File: config.mk
export PLATFORM = sky130hd
export DESIGN_NAME = multicycle_ctrl_fsm
export DESIGN_NICKNAME = d
export VERILOG_FILES = /design/src/rtl/multicycle_ctrl_fsm.sv
export SDC_FILE = /design/constraint.sdc
export NUM_CORES = 1
export LEC_CHECK = 0
export BUFFER_PORTS_ARGS = -buffer_cell sky130_fd_sc_hd__clkbuf_2
export CAP_MARGIN = 20
export CORE_MARGIN = 4
export CORE_UTILIZATION = 45
export CTS_BUF_LIST = sky130_fd_sc_hd__clkbuf_4 sky130_fd_sc_hd__clkbuf_8
export CTS_CLUSTER_DIAMETER = 80
export DETAILED_ROUTE_END_ITERATION = 8
export PLACE_DENSITY = 0.77
export SLEW_MARGIN = 40
export SYNTH_ARGS = -nofsm -noshare
export SYNTH_HDL_FRONTEND = slang
export SYNTH_SLANG_ARGS = --single-unit
export TNS_END_PERCENT = 5
File: constraint.sdc
create_clock -name clk_i -period 2.5 [get_ports clk_i]
set_input_delay 0.75 -clock clk_i [delete_from_list [all_inputs] [get_ports clk_i]]
set_output_delay 0.75 -clock clk_i [all_outputs]
set_load 0.02 [all_outputs]
File: src/rtl/multicycle_ctrl_fsm.sv
// -----------------------------------------------------------------------------
// multicycle_ctrl_fsm
//
// Multi-cycle control unit for the R3000 core. It steps each instruction
// through FETCH / DECODE / EXEC / MEM / WB and stalls in FETCH and MEM until the
// memory port signals ready. It also provides:
//   - a memory-wait timeout that traps,
//   - an undefined-opcode trap,
//   - a counter of retired instructions.
// The unit sits between the instruction register / memory port and the shared
// single-ALU datapath.
//
// Ports
//   clk_i, rst_n_i        clock (rising edge), asynchronous active-low reset
//   run_i                 keep issuing; sampled only in IDLE and when an
//                         instruction retires
//   clr_i                 leave TRAP and clear the sticky flags
//   instr_op_i[5:0]       IR opcode field, latched in DECODE
//   mem_ready_i           memory completes the current access this cycle
//   pc_write_o .. unsigned_o
//                         datapath controls. They are decoded from the state
//                         and the latched opcode. The one exception is FETCH,
//                         where ir_write_o / pc_write_o follow mem_ready_i.
//   state_o[2:0]          IDLE=0 FETCH=1 DECODE=2 EXEC=3 MEM=4 WB=5 TRAP=6
//   instr_done_o          one-cycle pulse, issued together with the
//                         instr_cnt_o update, in the cycle after retirement
//   illegal_o, timeout_o  sticky trap causes
//   instr_cnt_o           retired-instruction count (wraps)
// -----------------------------------------------------------------------------
module multicycle_ctrl_fsm #(
    parameter int ALU_OP_W = 5,
    parameter int TIMEOUT  = 255,
    parameter int CNT_W    = 32
) (
    input  logic                clk_i,
    input  logic                rst_n_i,
    input  logic                run_i,
    input  logic                clr_i,
    input  logic [5:0]          instr_op_i,
    input  logic                mem_ready_i,
    output logic                pc_write_o,
    output logic                ir_write_o,
    output logic                i_or_d_o,
    output logic                mem_read_o,
    output logic                mem_write_o,
    output logic                reg_write_o,
    output logic                reg_dst_o,
    output logic                mem_to_reg_o,
    output logic                link_o,
    output logic                alu_src_a_o,
    output logic [1:0]          alu_src_b_o,
    output logic [ALU_OP_W-1:0] alu_op_o,
    output logic                branch_o,
    output logic                jump_o,
    output logic [1:0]          mem_num_o,
    output logic                unsigned_o,
    output logic [2:0]          state_o,
    output logic                instr_done_o,
    output logic                illegal_o,
    output logic                timeout_o,
    output logic [CNT_W-1:0]    instr_cnt_o
);

    // The wait counter only counts up to TIMEOUT-1. The cycle that would make
    // it reach TIMEOUT traps instead of incrementing.
    localparam int WAIT_W = (TIMEOUT > 1) ? $clog2(TIMEOUT) : 1;
    localparam logic [WAIT_W-1:0] WAIT_LAST = WAIT_W'(TIMEOUT - 1);

    typedef enum logic [2:0] {
        S_IDLE   = 3'd0,
        S_FETCH  = 3'd1,
        S_DECODE = 3'd2,
        S_EXEC   = 3'd3,
        S_MEM    = 3'd4,
        S_WB     = 3'd5,
        S_TRAP   = 3'd6
    } state_e;

    // K_RTYPE is encoded as zero. As a result, the all-zero reset value of the
    // decode latch is the decode of opcode 00.
    typedef enum logic [2:0] {
        K_RTYPE, K_IMM, K_LOAD, K_STORE, K_BRANCH, K_JUMP, K_JAL, K_ILLEGAL
    } kind_e;

    typedef struct packed {
        kind_e      kind;
        logic [4:0] alu;
        logic [1:0] num;
        logic       uns;
    } dec_t;

    localparam logic [4:0] ALU_NOTH = 5'h00, ALU_ADD = 5'h01, ALU_ADDU = 5'h02,
                           ALU_AND  = 5'h04, ALU_OR  = 5'h05, ALU_NOR  = 5'h07,
                           ALU_SLT  = 5'h09, ALU_EQ  = 5'h0D, ALU_NEQ  = 5'h0E,
                           ALU_GT   = 5'h0F, ALU_JTYP = 5'h10, ALU_LUI = 5'h11;

    localparam logic [1:0] SZ_B = 2'b01, SZ_H = 2'b10, SZ_W = 2'b11;

    function automatic dec_t mk(input kind_e k, input logic [4:0] a,
                                input logic [1:0] n, input logic u);
        dec_t d;
        d.kind = k;
        d.alu  = a;
        d.num  = n;
        d.uns  = u;
        return d;
    endfunction

    function automatic dec_t decode_op(input logic [5:0] op);
        dec_t d;
        case (op)
            6'h00:   d = mk(K_RTYPE,  ALU_NOTH, 2'b00, 1'b0);
            6'h08:   d = mk(K_IMM,    ALU_ADD,  2'b00, 1'b0);
            6'h09:   d = mk(K_IMM,    ALU_ADDU, 2'b00, 1'b1);
            6'h0C:   d = mk(K_IMM,    ALU_AND,  2'b00, 1'b0);
            6'h0D:   d = mk(K_IMM,    ALU_OR,   2'b00, 1'b0);
            6'h0E:   d = mk(K_IMM,    ALU_NOR,  2'b00, 1'b0);
            6'h0A:   d = mk(K_IMM,    ALU_SLT,  2'b00, 1'b0);
            6'h0F:   d = mk(K_IMM,    ALU_LUI,  2'b00, 1'b0);
            6'h23:   d = mk(K_LOAD,   ALU_ADD,  SZ_W,  1'b0);
            6'h21:   d = mk(K_LOAD,   ALU_ADD,  SZ_H,  1'b0);
            6'h25:   d = mk(K_LOAD,   ALU_ADD,  SZ_H,  1'b1);
            6'h20:   d = mk(K_LOAD,   ALU_ADD,  SZ_B,  1'b0);
            6'h24:   d = mk(K_LOAD,   ALU_ADD,  SZ_B,  1'b1);
            6'h2B:   d = mk(K_STORE,  ALU_ADD,  SZ_W,  1'b0);
            6'h29:   d = mk(K_STORE,  ALU_ADD,  SZ_H,  1'b0);
            6'h28:   d = mk(K_STORE,  ALU_ADD,  SZ_B,  1'b0);
            6'h04:   d = mk(K_BRANCH, ALU_EQ,   2'b00, 1'b0);
            6'h05:   d = mk(K_BRANCH, ALU_NEQ,  2'b00, 1'b0);
            6'h07:   d = mk(K_BRANCH, ALU_GT,   2'b00, 1'b0);
            6'h02:   d = mk(K_JUMP,   ALU_JTYP, 2'b00, 1'b0);
            6'h03:   d = mk(K_JAL,    ALU_JTYP, 2'b00, 1'b0);
            default: d = mk(K_ILLEGAL, ALU_NOTH, 2'b00, 1'b0);
        endcase
        return d;
    endfunction

    state_e            state_q, state_d;
    dec_t              dec_q, dec_d;
    dec_t              dec_in;
    logic [WAIT_W-1:0] wait_q, wait_d;
    logic              illegal_q, illegal_d;
    logic              timeout_q, timeout_d;
    logic [CNT_W-1:0]  cnt_q;
    logic              done_q;
    logic              retire;
    logic [4:0]        alu_code;

    // The full decode record is latched rather than the raw opcode, so that
    // EXEC/MEM/WB read their controls directly from registers.
    assign dec_in = decode_op(instr_op_i);

    // NOTE: the state register uses non-blocking assignments so that every flop
    // samples the pre-edge values, whatever order the blocks are evaluated in.
    always_ff @(posedge clk_i or negedge rst_n_i) begin
        if (!rst_n_i) begin
            state_q   <= S_IDLE;
            dec_q     <= '0;
            wait_q    <= '0;
            illegal_q <= 1'b0;
            timeout_q <= 1'b0;
            cnt_q     <= '0;
            done_q    <= 1'b0;
        end else begin
            state_q   <= state_d;
            dec_q     <= dec_d;
            wait_q    <= wait_d;
            illegal_q <= illegal_d;
            timeout_q <= timeout_d;
            cnt_q     <= cnt_q + CNT_W'(retire);
            done_q    <= retire;
        end
    end

    // NOTE: every output of this block gets a default before the case. Without
    // that, any path that leaves one unassigned infers a latch.
    always_comb begin
        state_d      = state_q;
        dec_d        = dec_q;
        wait_d       = '0;
        illegal_d    = illegal_q;
        timeout_d    = timeout_q;
        retire       = 1'b0;
        alu_code     = ALU_NOTH;
        pc_write_o   = 1'b0;
        ir_write_o   = 1'b0;
        i_or_d_o     = 1'b0;
        mem_read_o   = 1'b0;
        mem_write_o  = 1'b0;
        reg_write_o  = 1'b0;
        reg_dst_o    = 1'b0;
        mem_to_reg_o = 1'b0;
        link_o       = 1'b0;
        alu_src_a_o  = 1'b0;
        alu_src_b_o  = 2'b00;
        branch_o     = 1'b0;
        jump_o       = 1'b0;
        mem_num_o    = 2'b00;
        unsigned_o   = 1'b0;

        case (state_q)
            S_IDLE: begin
                if (run_i) state_d = S_FETCH;
            end

            S_FETCH: begin
                mem_read_o  = 1'b1;
                alu_src_b_o = 2'b01;
                alu_code    = ALU_ADDU;
                // A ready on the last allowed cycle still wins over the trap.
                if (mem_ready_i) begin
                    ir_write_o = 1'b1;
                    pc_write_o = 1'b1;
                    state_d    = S_DECODE;
                end else if (wait_q == WAIT_LAST) begin
                    state_d   = S_TRAP;
                    timeout_d = 1'b1;
                end else begin
                    wait_d = wait_q + 1'b1;
                end
            end

            S_DECODE: begin
                dec_d = dec_in;
                if (dec_in.kind == K_ILLEGAL) begin
                    state_d   = S_TRAP;
                    illegal_d = 1'b1;
                end else begin
                    state_d = S_EXEC;
                end
            end

            S_EXEC: begin
                alu_src_a_o = 1'b1;
                alu_code    = dec_q.alu;
                case (dec_q.kind)
                    K_RTYPE: begin
                        reg_dst_o = 1'b1;
                        state_d   = S_WB;
                    end
                    K_IMM: begin
                        alu_src_b_o = 2'b10;
                        unsigned_o  = dec_q.uns;
                        state_d     = S_WB;
                    end
                    K_LOAD, K_STORE: begin
                        alu_src_b_o = 2'b10;
                        mem_num_o   = dec_q.num;
                        unsigned_o  = dec_q.uns;
                        state_d     = S_MEM;
                    end
                    K_BRANCH: begin
                        branch_o = 1'b1;
                        retire   = 1'b1;
                    end
                    K_JUMP: begin
                        jump_o     = 1'b1;
                        pc_write_o = 1'b1;
                        retire     = 1'b1;
                    end
                    K_JAL: begin
                        jump_o     = 1'b1;
                        pc_write_o = 1'b1;
                        state_d    = S_WB;
                    end
                    default: state_d = S_TRAP;
                endcase
            end

            S_MEM: begin
                i_or_d_o    = 1'b1;
                mem_read_o  = (dec_q.kind == K_LOAD);
                mem_write_o = (dec_q.kind == K_STORE);
                mem_num_o   = dec_q.num;
                unsigned_o  = dec_q.uns;
                if (mem_ready_i) begin
                    if (dec_q.kind == K_LOAD) state_d = S_WB;
                    else                      retire  = 1'b1;
                end else if (wait_q == WAIT_LAST) begin
                    state_d   = S_TRAP;
                    timeout_d = 1'b1;
                end else begin
                    wait_d = wait_q + 1'b1;
                end
            end

            S_WB: begin
                reg_write_o  = 1'b1;
                mem_to_reg_o = (dec_q.kind == K_LOAD);
                reg_dst_o    = (dec_q.kind == K_RTYPE);
                link_o       = (dec_q.kind == K_JAL);
                retire       = 1'b1;
            end

            S_TRAP: begin
                if (clr_i) begin
                    state_d   = S_IDLE;
                    illegal_d = 1'b0;
                    timeout_d = 1'b0;
                end
            end

            default: state_d = S_IDLE;
        endcase

        // run_i is sampled here only, so dropping it mid-instruction does not
        // cut the instruction short.
        if (retire) state_d = run_i ? S_FETCH : S_IDLE;
    end

    assign alu_op_o     = ALU_OP_W'(alu_code);
    assign state_o      = state_q;
    assign instr_done_o = done_q;
    assign illegal_o    = illegal_q;
    assign timeout_o    = timeout_q;
    assign instr_cnt_o  = cnt_q;

endmodule
==> impl_metrics.tcl <==
set metrics [dict create \
    status "completed" \
    utilization 0.586 \
    synth-seq-cells 57 \
    tightest_slew_ps 492 \
    end_kind "primary output" \
    synth_seq_area_share 0.454 \
    holdCritPathClass "primary input to asynchronous set/reset pin" \
    cts_buffers 9 \
    multi_input_area_um2 1650 \
    synth_most_common_cell "dfrtp_1" \
    finalWorstSetupSlack_ps 95.9 \
    start_util 0.463 \
    skew_ps 7.98 \
    ys_warn_count 0 \
    cp_slowest_cell "dfrtp_2" \
    crit_type "register to primary output" \
    num_io_pins 71 \
    core_area_um2 6790 \
    place_ws_ps -74.7 \
    r2r_cells 10 \
    path_cells "nor2b_2 > buf_4 > nand2_2 > inv_2 > buf_4 > and3_1 > clkbuf_2" \
    nFillCells 604 \
    synthCells 323 \
    synth_largest_area_cell "dfrtp_1" \
    wl_met2_mm 3.37 \
    synthTopCellsByArea "dfrtp_1 (45%), xnor2_1 (5.9%), xor2_1 (4.7%)" \
    drc 0 \
    ys_types 51 \
    layout_worst_path_cycle_share 0.962 \
    total_power_mw 3.29 \
    clock.fmax_mhz 416 \
    synth_edf_count 0 \
    viasPerCell 5.14 \
    powerDensity_nw_per_um2 826 \
    final_layout_size_suffix_gt1_frac 0.309 \
    antenna_found_initial 0 \
    hold_ws_ps 369 \
    portBuffers 70 \
    drtPass1Iterations 5 \
    cts.path.max_buffers 2 \
    cp-start-kind "register" \
    avgSynthCellArea_um2 9.73 \
    cp_slowest_stage_delay_ps 420 \
    num_vias 2642 \
    synth_nets 345 \
    crit_required_ps 1750 \
    yosys.area.top_type_share 0.454 \
    maxCapViolCount 0 \
    p_leak_nw 2.04 \
    drt-met1-wl_mm 3.11 \
    maxUsedRoutingLayer "met4" \
    track_usage 0.179 \
    holdBufCountCts 0 \
    gp_congestion 0.886 \
    setup_viol 0 \
    grt_max_degree 39 \
    hold_viol_final 0 \
    register_area_um2 1430 \
    n_antenna_cell 0 \
    grt-ovfl-total 0 \
    drtAntennaViolNets 0 \
    ys_async_sr_fraction 1.00 \
    rows 30 \
    wl_met3_um 476 \
    relSlewSlack 0.672 \
    crit_top_cell "buf_4" \
    rsz0062_at_grt "no" \
    drt-total-wl_mm 7.05 \
    fin_nets 435 \
    clockRootBuffer "clkbuf_8" \
    peakVddDrop_v 0.000630 \
    clock-sinks 57 \
    clkLatencyLatePin_ps 330 \
    tritoncts "yes" \
    ctsHtreeMaxLevel 3 \
    syn_area_um2 3140 \
    grt_pass1_vias 2552 \
    wl_per_cell_um 13.7 \
    finalMaxSlewViolations 0 \
    min_period_ps 2400 \
    initialDrtViolationCount 101 \
    grt_pass1_wl_mm 12.1 \
    arrival_ps 1650 \
    synthFlopType "dfrtp_1" \
    die_h_um 91.6 \
    die_area_um2 8390 \
    area_delta_synth_final_pct 26.7 \
    die_w_um 91.6 \
    synthTopCellsByCount "dfrtp_1 (57), nand2_1 (32), nor2_1 (26)" \
    clk_pin_slew_ps 70 \
    worstPathMaxFanout 8 \
    place_hpwl_mm 5.34 \
]
## power breakdown
group	switching (mW)	total, mW	internal [mW]
Clock	0.349	0.947	0.597
Sequential	0.171	1.25	1.08
Combinational	0.666	1.09	0.421
## through the flow
step | instance area (µm²) | setup TNS, ps | instances
global placement | 3710 | 0 | 494
CTS | 3960 | 0 | 512
global route | 3980 | 0 | 514
floorplan | 3150 | -31.0 | 323
finish | 3980 | 0 | 514
detailed placement | 3710 | -308 | 494
## critical path: cells and delay by family, from the launching register on
kind / cells / cell delay [ps]
buffers and inverters: 4 / 480
flip-flops: 1 / 420
AND/OR/NAND/NOR: 3 / 420
## cell families (layout without fill, tap and decap cells)
kind of cell,count (synthesis),in the layout,share of synthesized area
AO/OA/AOI/OAI,51,51,0.105
XOR/XNOR,38,38,0.106
adder cells (fa/ha/maj),11,11,0.0438
buffers and inverters,22,117,0.0275
flip-flops,57,57,0.454
multiplexers,2,2,0.00677
AND/OR/NAND/NOR,142,142,0.257
## cell type report
| class | instances | area share |
|---|---|---|
| Clock inverter | 5 | 0.0198 |
| Multi-Input combinational cell | 244 | 0.414 |
| Timing Repair Buffer | 91 | 0.131 |
| Sequential cell | 57 | 0.359 |
| Tap cell | 96 | 0.0302 |
| Inverter | 10 | 0.00943 |
| Clock buffer | 11 | 0.0364 |
## layer usage
metal  vias to the layer above  GRT usage
met4                         0     0.0704
met2                        84      0.285
li1                       1316          -
met1                      1233      0.231
met5                         -          0
met3                         9     0.0472
## flip-flops by register name, summed over array words and instances, names as in the netlist
signal	cells
dec_q	11
wait_q	8
illegal_o	1
instr_cnt_o	32
timeout_o	1
instr_done_o	1
state_o	3
## cells in the final DEF (no fill, tap or decap), types with 6 or more instances in the layout
| cell type | Yosys | final |
|---|---|---|
| a21oi_1 | 9 | 9 |
| and3_1 | 18 | 18 |
| buf_4 | 0 | 20 |
| clkbuf_2 | 1 | 69 |
| clkbuf_8 | 0 | 10 |
| dfrtp_1 | 57 | 54 |
| ha_1 | 11 | 11 |
| inv_1 | 9 | 8 |
| nand2_1 | 32 | 31 |
| nand2b_1 | 6 | 6 |
| nand3_1 | 15 | 15 |
| nand4_1 | 8 | 8 |
| nor2_1 | 26 | 25 |
| nor2b_1 | 10 | 9 |
| o21ai_0 | 15 | 14 |
| xnor2_1 | 21 | 21 |
| xor2_1 | 17 | 17 |
## path summary, 6_finish.rpt
| check | slack, ps | from | endpoint |
|---|---|---|---|
| max | 100 | state_o[0]$_DFFE_PN0P_ | branch_o |
| min | 370 | rst_n_i | instr_cnt_o[9]$_DFF_PN0_ |
| max reg2reg | 260 | dec_q[8]$_DFFE_PN0P_ | instr_cnt_o[28]$_DFF_PN0_ |
| min reg2reg | 470 | instr_cnt_o[31]$_DFF_PN0_ | instr_cnt_o[31]$_DFF_PN0_ |
| max in group asynchronous | 1550 | rst_n_i | state_o[0]$_DFFE_PN0P_ |
| min in group clk_i | 470 | instr_cnt_o[31]$_DFF_PN0_ | instr_cnt_o[31]$_DFF_PN0_ |
## what timing repair did
action | in CTS | in global routing
buffers inserted | 2 | 2
pin swaps | 0 | 1
resized for setup | 5 | 3
endpoints found under the setup margin | 6 | 4
Power figures use the tool's default switching activity.
